### config.mk
export PLATFORM = sky130hd
export DESIGN_NAME = mc_control_unit
export DESIGN_NICKNAME = d
export VERILOG_FILES = /design/src/rtl/mc_ctrl_pkg.sv /design/src/rtl/mc_ctrl_op_rom.sv /design/src/rtl/mc_control_unit.sv
export SDC_FILE = /design/constraint.sdc
export NUM_CORES = 1
export LEC_CHECK = 0
export CORE_MARGIN = 1
export CORE_UTILIZATION = 30
export CTS_BUF_LIST = sky130_fd_sc_hd__clkbuf_16
export DETAILED_ROUTE_END_ITERATION = 6
export GPL_TIMING_DRIVEN = 1
export PLACE_DENSITY = 0.64
export SLEW_MARGIN = 10
export SYNTH_ARGS = -nofsm -noshare
export SYNTH_HDL_FRONTEND = slang
export SYNTH_HIERARCHICAL = 1
export SYNTH_SLANG_ARGS = --single-unit
### constraint.sdc
create_clock -name clk_i -period 2.8 [get_ports clk_i]
set_input_delay 0.28 -clock clk_i [delete_from_list [all_inputs] [get_ports clk_i]]
set_output_delay 0.28 -clock clk_i [all_outputs]
set_load 0.01 [all_outputs]
### src/rtl/mc_ctrl_pkg.sv
// rtl/mc_ctrl_pkg.sv - shared encodings for the multi-cycle MIPS control FSM
package mc_ctrl_pkg;

    localparam logic [3:0] ST_FETCH  = 4'd0;
    localparam logic [3:0] ST_DECODE = 4'd1;
    localparam logic [3:0] ST_MEMADR = 4'd2;
    localparam logic [3:0] ST_MEMRD  = 4'd3;
    localparam logic [3:0] ST_MEMWB  = 4'd4;
    localparam logic [3:0] ST_MEMWR  = 4'd5;
    localparam logic [3:0] ST_REXEC  = 4'd6;
    localparam logic [3:0] ST_RWB    = 4'd7;
    localparam logic [3:0] ST_BRANCH = 4'd8;
    localparam logic [3:0] ST_JUMP   = 4'd9;
    localparam logic [3:0] ST_JAL    = 4'd10;
    localparam logic [3:0] ST_IEXEC  = 4'd11;
    localparam logic [3:0] ST_IWB    = 4'd12;
    localparam logic [3:0] ST_ERR    = 4'd13;

    localparam logic [5:0] OP_RTYPE = 6'd0;
    localparam logic [5:0] OP_J     = 6'd2;
    localparam logic [5:0] OP_JAL   = 6'd3;
    localparam logic [5:0] OP_BEQ   = 6'd4;
    localparam logic [5:0] OP_BNE   = 6'd5;
    localparam logic [5:0] OP_BLT   = 6'd6;
    localparam logic [5:0] OP_BLE   = 6'd7;
    localparam logic [5:0] OP_ADDI  = 6'd8;
    localparam logic [5:0] OP_ORI   = 6'd13;
    localparam logic [5:0] OP_LUI   = 6'd15;
    localparam logic [5:0] OP_LW    = 6'd35;
    localparam logic [5:0] OP_SW    = 6'd43;

    localparam logic [2:0] ALU_R   = 3'b000;
    localparam logic [2:0] ALU_BEQ = 3'b001;
    localparam logic [2:0] ALU_BNE = 3'b010;
    localparam logic [2:0] ALU_ADD = 3'b011;
    localparam logic [2:0] ALU_LUI = 3'b100;
    localparam logic [2:0] ALU_ORI = 3'b101;

    localparam logic [1:0] BT_BEQ = 2'b00;
    localparam logic [1:0] BT_BLE = 2'b01;
    localparam logic [1:0] BT_BLT = 2'b10;
    localparam logic [1:0] BT_BNE = 2'b11;

    localparam logic [1:0] PCS_ALU    = 2'b00;
    localparam logic [1:0] PCS_ALUOUT = 2'b01;
    localparam logic [1:0] PCS_JUMP   = 2'b10;

    localparam logic [1:0] M2R_ALU = 2'b00;
    localparam logic [1:0] M2R_MDR = 2'b01;
    localparam logic [1:0] M2R_PC  = 2'b11;

    localparam logic [1:0] RDST_RT = 2'b00;
    localparam logic [1:0] RDST_RD = 2'b01;
    localparam logic [1:0] RDST_RA = 2'b10;

    localparam logic [1:0] SRCB_RT     = 2'b00;
    localparam logic [1:0] SRCB_FOUR   = 2'b01;
    localparam logic [1:0] SRCB_IMM    = 2'b10;
    localparam logic [1:0] SRCB_IMM_SH = 2'b11;

    // cls is the state DECODE dispatches to; ST_ERR for anything not legal
    typedef struct packed {
        logic [3:0] cls;
        logic [2:0] alu_op;
        logic [1:0] branch_type;
        logic       legal;
    } op_info_t;

endpackage

### src/rtl/mc_ctrl_op_rom.sv
// rtl/mc_ctrl_op_rom.sv - combinational opcode to class/alu_op/branch_type lookup
module mc_ctrl_op_rom
    import mc_ctrl_pkg::*;
#(
    parameter bit EN_BLT_BLE = 1'b1
) (
    input  logic [5:0] op_i,
    output op_info_t   info_o
);

    always_comb begin
        info_o = '{cls: ST_ERR, alu_op: ALU_ADD, branch_type: BT_BEQ, legal: 1'b0};
        case (op_i)
            OP_RTYPE: info_o = '{cls: ST_REXEC,  alu_op: ALU_R,   branch_type: BT_BEQ, legal: 1'b1};
            OP_J:     info_o = '{cls: ST_JUMP,   alu_op: ALU_ADD, branch_type: BT_BEQ, legal: 1'b1};
            OP_JAL:   info_o = '{cls: ST_JAL,    alu_op: ALU_ADD, branch_type: BT_BEQ, legal: 1'b1};
            OP_BEQ:   info_o = '{cls: ST_BRANCH, alu_op: ALU_BEQ, branch_type: BT_BEQ, legal: 1'b1};
            OP_BNE:   info_o = '{cls: ST_BRANCH, alu_op: ALU_BNE, branch_type: BT_BNE, legal: 1'b1};
            OP_BLT: if (EN_BLT_BLE)
                      info_o = '{cls: ST_BRANCH, alu_op: ALU_BEQ, branch_type: BT_BLT, legal: 1'b1};
            OP_BLE: if (EN_BLT_BLE)
                      info_o = '{cls: ST_BRANCH, alu_op: ALU_BEQ, branch_type: BT_BLE, legal: 1'b1};
            OP_ADDI:  info_o = '{cls: ST_IEXEC,  alu_op: ALU_ADD, branch_type: BT_BEQ, legal: 1'b1};
            OP_ORI:   info_o = '{cls: ST_IEXEC,  alu_op: ALU_ORI, branch_type: BT_BEQ, legal: 1'b1};
            OP_LUI:   info_o = '{cls: ST_IEXEC,  alu_op: ALU_LUI, branch_type: BT_BEQ, legal: 1'b1};
            OP_LW,
            OP_SW:    info_o = '{cls: ST_MEMADR, alu_op: ALU_ADD, branch_type: BT_BEQ, legal: 1'b1};
            default:  ;
        endcase
    end

endmodule

### src/rtl/mc_control_unit.sv
// rtl/mc_control_unit.sv - multi-cycle MIPS control FSM with memory watchdog
module mc_control_unit
    import mc_ctrl_pkg::*;
#(
    parameter int ALU_OP_W    = 3,
    parameter int MEM_TIMEOUT = 16,
    parameter bit EN_BLT_BLE  = 1'b1,
    parameter int RET_W       = 32
) (
    input  logic                clk_i,
    input  logic                rst_i,
    input  logic [5:0]          instr_op_i,
    input  logic                mem_ready_i,
    input  logic                stall_i,
    output logic                pc_write_o,
    output logic                pc_write_cond_o,
    output logic [1:0]          pc_source_o,
    output logic                ir_write_o,
    output logic                i_or_d_o,
    output logic                mem_read_o,
    output logic                mem_write_o,
    output logic [1:0]          mem_to_reg_o,
    output logic [1:0]          reg_dst_o,
    output logic                reg_write_o,
    output logic                alu_src_a_o,
    output logic [1:0]          alu_src_b_o,
    output logic [ALU_OP_W-1:0] alu_op_o,
    output logic [1:0]          branch_type_o,
    output logic [3:0]          state_o,
    output logic                illegal_o,
    output logic [RET_W-1:0]    retired_o
);

    localparam int WD_W = (MEM_TIMEOUT > 2) ? $clog2(MEM_TIMEOUT) : 1;
    localparam logic [WD_W-1:0] WD_LAST = WD_W'((MEM_TIMEOUT > 0) ? MEM_TIMEOUT - 1 : 0);

    logic [3:0]       r_state;
    logic [WD_W-1:0]  r_wdog;
    logic [RET_W-1:0] r_retired;
    logic             r_illegal;

    logic [3:0] w_next;
    logic       w_complete;
    logic       w_mem_state;
    logic       w_timeout;
    logic       w_wr_en;
    logic [2:0] w_alu_op;
    op_info_t   w_info;

    mc_ctrl_op_rom #(.EN_BLT_BLE(EN_BLT_BLE)) u_op_rom (
        .op_i   (instr_op_i),
        .info_o (w_info)
    );

    assign w_mem_state = (r_state == ST_FETCH) || (r_state == ST_MEMRD) || (r_state == ST_MEMWR);
    assign w_timeout   = (MEM_TIMEOUT != 0) && w_mem_state && !mem_ready_i && (r_wdog == WD_LAST);
    assign w_wr_en     = !stall_i && !rst_i;

    always_comb begin
        w_next     = r_state;
        w_complete = 1'b0;
        case (r_state)
            ST_FETCH:  if (mem_ready_i) w_next = ST_DECODE;
            ST_DECODE: w_next = w_info.cls;
            ST_MEMADR: w_next = (instr_op_i == OP_LW) ? ST_MEMRD : ST_MEMWR;
            ST_MEMRD:  if (mem_ready_i) w_next = ST_MEMWB;
            ST_MEMWR:  if (mem_ready_i) begin
                           w_next     = ST_FETCH;
                           w_complete = 1'b1;
                       end
            ST_REXEC:  w_next = ST_RWB;
            ST_IEXEC:  w_next = ST_IWB;
            ST_MEMWB, ST_RWB, ST_IWB, ST_BRANCH, ST_JUMP, ST_JAL: begin
                w_next     = ST_FETCH;
                w_complete = 1'b1;
            end
            ST_ERR:    w_next = ST_ERR;
            default:   w_next = ST_ERR;
        endcase
        if (w_timeout) w_next = ST_ERR;
    end

    // Any state change restarts the watchdog, so every memory state starts its wait at zero
    always_ff @(posedge clk_i) begin
        if (rst_i) begin
            r_state   <= ST_FETCH;
            r_wdog    <= '0;
            r_retired <= '0;
            r_illegal <= 1'b0;
        end else if (!stall_i) begin
            r_state <= w_next;
            if (w_next != r_state)
                r_wdog <= '0;
            else if (w_mem_state && !mem_ready_i)
                r_wdog <= r_wdog + 1'b1;
            if (w_complete)
                r_retired <= r_retired + 1'b1;
            if (w_next == ST_ERR)
                r_illegal <= 1'b1;
        end
    end

    always_comb begin
        pc_write_o      = 1'b0;
        pc_write_cond_o = 1'b0;
        pc_source_o     = PCS_ALU;
        ir_write_o      = 1'b0;
        i_or_d_o        = 1'b0;
        mem_read_o      = 1'b0;
        mem_write_o     = 1'b0;
        mem_to_reg_o    = M2R_ALU;
        reg_dst_o       = RDST_RT;
        reg_write_o     = 1'b0;
        alu_src_a_o     = 1'b0;
        alu_src_b_o     = SRCB_RT;
        w_alu_op        = ALU_R;
        branch_type_o   = BT_BEQ;
        case (r_state)
            ST_FETCH: begin
                mem_read_o  = 1'b1;
                alu_src_b_o = SRCB_FOUR;
                w_alu_op    = ALU_ADD;
                ir_write_o  = mem_ready_i;
                pc_write_o  = mem_ready_i;
            end
            ST_DECODE: begin
                alu_src_b_o = SRCB_IMM_SH;
                w_alu_op    = ALU_ADD;
            end
            ST_MEMADR: begin
                alu_src_a_o = 1'b1;
                alu_src_b_o = SRCB_IMM;
                w_alu_op    = ALU_ADD;
            end
            ST_MEMRD: begin
                mem_read_o = 1'b1;
                i_or_d_o   = 1'b1;
            end
            ST_MEMWB: begin
                reg_write_o  = 1'b1;
                mem_to_reg_o = M2R_MDR;
            end
            ST_MEMWR: begin
                mem_write_o = 1'b1;
                i_or_d_o    = 1'b1;
            end
            ST_REXEC: alu_src_a_o = 1'b1;
            ST_RWB: begin
                reg_write_o = 1'b1;
                reg_dst_o   = RDST_RD;
            end
            ST_IEXEC: begin
                alu_src_a_o = 1'b1;
                alu_src_b_o = SRCB_IMM;
                w_alu_op    = w_info.alu_op;
            end
            ST_IWB: reg_write_o = 1'b1;
            ST_BRANCH: begin
                alu_src_a_o     = 1'b1;
                pc_write_cond_o = 1'b1;
                pc_source_o     = PCS_ALUOUT;
                w_alu_op        = w_info.alu_op;
                branch_type_o   = w_info.branch_type;
            end
            ST_JUMP: begin
                pc_write_o  = 1'b1;
                pc_source_o = PCS_JUMP;
            end
            ST_JAL: begin
                pc_write_o   = 1'b1;
                pc_source_o  = PCS_JUMP;
                reg_write_o  = 1'b1;
                reg_dst_o    = RDST_RA;
                mem_to_reg_o = M2R_PC;
            end
            default: ;
        endcase
        // Stall and reset both veto every architectural write; mem_read stays as decoded
        pc_write_o      = pc_write_o && w_wr_en;
        pc_write_cond_o = pc_write_cond_o && w_wr_en;
        ir_write_o      = ir_write_o && w_wr_en;
        reg_write_o     = reg_write_o && w_wr_en;
        mem_write_o     = mem_write_o && w_wr_en;
    end

    assign alu_op_o  = ALU_OP_W'(w_alu_op);
    assign state_o   = r_state;
    assign illegal_o = r_illegal;
    assign retired_o = r_retired;

endmodule

==> summary.txt <==
Timing
  • Achievable Freq: 391 MHz
  • Setup_tns: 0 ps
  • Hold slack: 441 ps
  • RSZ-0062 raised after global routing: no
  • Endpoints failing setup: 0
  • Tcrit/Tclk final: 91.4%
  • Max-Slew Margin vs Limit: approximately two thirds
  • Clock Skews: 7.99 ps
  • Hold Violations, Final: 0
  • Slew @ Worst Pin: 512 ps
  • Final slew viol count: 0
  • Final min period: 2560 ps

Global routing
  • Largest net degree at the start of global routing: 50
  • Initial antenna violation count: 0
  • Total Routing Usage GR: between 10% and 20%
  • GR met1 Demand/Resource: approximately a fifth
  • First-pass GRT wire length: roughly 13000 um
  • Grt peak-use layer: met2
  • Grt ovf: 0
  • Grt met3 use: 2.07%
  • Vias in the first global route: 2767
  • Met2 usage: 26.1%

Die
  • # IOs: 68
  • Die Width: 101 um
  • Die Area: 10300 sq um
  • # rows: 35
  • Placeable Area: 9370 sq um
  • Initial Utilization: approximately a third
  • Chip Height: 101 um

Place
  • Placed cell areas: 3740 sq um
  • Placed cell count: around 570
  • PortBufs: 67
  • DP HPWL: ~5800 um
  • Placer congestion estimate: 0.799

Final layout
  • Final cell utilization of the core: 41.7%
  • Register area: a little over 800 sq um
  • Non-filler cells, final: 575
  • Final #Nets: between 400 and 500
  • Area of the multi-input gates: 1910 sq um
  • Final non-filler cell area: 3910 sq um
  • Layout cells sized above 1: 10.3%
  • Area Growth Syn to Fin: 32.3%
  • Number of diodes: 0
  • Fillers: 953

Detailed routing
  • Vias/cell: 5.24
  • Avg WL per Cell: 13.7 um
  • Drc violations: 0
  • Starting DRT DRC Count: 143
  • Vias: around 3000
  • Initial DRT Pass Iterations: 4
  • Routed WL: around 7900 um
  • Post-detailed-route count of antenna-violating nets: 0

Worst setup path
  • Req. time, crit path: 2520 ps
  • Crit end category: output pin
  • Reg2reg start: retired_o[3]
  • Crit path top cell by count: clkdlybuf4s50_1
  • CP startpoint kind: primary input
  • CP top delay family: buffers and inverters
  • Worst EP arrival: between 2000 and 2500 ps
  • Crit path from: instr_op_i[0]
  • Critical path type: primary input to output pin
  • WP buf/inv: 3
  • Worst-path cell with the longest stage delay: clkdlybuf4s50_1
  • Largest stage delay, worst path: 560 ps
  • Crit path cell chain: clkdlybuf4s50_1 -> buf_4 -> xor2_1 -> o32ai_1 -> nand2_1 -> a21oi_1 -> nor2_1 -> clkdlybuf4s50_1
  • Worst Path Max Fanout: 10

Hold path
  • Hold WC Path Type: flip-flop to flip-flop
  • Worst hold path startpoint: illegal_o

Clocking
  • CTS resizes: 0
  • Clk slew on worst S/H paths: 60 ps
  • Setup Buffers After CTS: 0
  • Worst-skew pair later-pin latency: ~280 ps
  • Max clock buf depth: 2
  • CTS tree: built
  • Cts hold-fix bufs: 0
  • CTS sink cnt: a little over 40
  • CTS buffer count: 5
  • Root buffer cell: clkbuf_16
  • CTS H-tree depth: 2

Outcome
  • Outcome: completed

Run
  • MaxCap Viol Count: 0

Yosys
  • Cell Area, Synth: 2960 sq um
  • Synth Area per Inst: 7.68 sq um
  • Syn nets: 397
  • YS warnings: 6
  • Post-synthesis instance total: 385

Pwr
  • Peak VDD IR: 0.346 mV
  • PwrDens: 388 nW/um^2
  • Leak pwr: 1.34 nW
-- routing by layer --
layer  share of wire (%)  vias to the layer above
met1                  48                     1425
li1                    -                     1530
met3                 2.9                        6
met2                  49                       52
met5                   0                        -
met4                0.71                        0
-- sequential cells by signal, indices dropped and copies added (netlist names) --
signal	cells
r_wdog	4
state_o	4
illegal_o	1
retired_o	32
-- final cells by class --
cell class / count / share of cell area, %
repair buffers: 86 / 20.7
inverters: 12 / 1.15
multi-input cells: 299 / 48.8
clock inverters: 3 / 1.06
flip-flops and latches: 41 / 21.0
well taps: 129 / 4.13
clock buffers: 5 / 3.20
-- metrics by stage --
stage | total power [mW] | setup slack [ps]
finish | 1.52 | 241
global placement | 0.878 | 173
detailed placement | 0.880 | 81.7
floorplan | 0.778 | 452
CTS | 1.53 | 250
global route | 1.58 | 60.0
-- worst paths after layout --
check	endpoint	slack, ps	cells past startpoint
hold / removal	illegal_o	440	2
setup reg to reg	retired_o[30]	460	7
hold reg to reg	illegal_o	440	2
setup / recovery	alu_op_o[0]	240	8
-- placed cells by master (no fill, tap or decap), drive strengths merged, types with 3 or more instances in the layout --
| cell | instances |
|---|---|
| clkdlybuf4s50 | 66 |
| dfxtp | 41 |
| a21oi | 38 |
| nor2 | 34 |
| nand2 | 28 |
| buf | 20 |
| o21ai | 16 |
| nand2b | 14 |
| o31ai | 13 |
| or4 | 13 |
| inv | 12 |
| nand3 | 12 |
| or3 | 11 |
| nand4 | 10 |
| nor2b | 10 |
| mux2 | 10 |
| and3 | 9 |
| and2 | 9 |
| nor3 | 8 |
| nor4 | 7 |
| a31oi | 5 |
| clkbuf | 5 |
| xnor2 | 4 |
| a21o | 4 |
| nor4b | 4 |
| o21a | 3 |
| a211oi | 3 |
| nand4b | 3 |
-- worst register-to-register path: stages (launching register included) --
cell,delay [ps]
dfxtp_1,410
and3_1,220
and3_1,190
nand3_1,110
or3_1,350
buf_4,230
nor4_1,380
mux2_1,350
-- report_power, final --
group / total (mW) / internal [mW] / switching [mW]
Combinational: 0.274 / 0.124 / 0.150
Clock: 0.647 / 0.417 / 0.230
Sequential: 0.596 / 0.589 / 0.00675
Total: 1.52 / 1.13 / 0.386
Power figures use the tool's default switching activity.
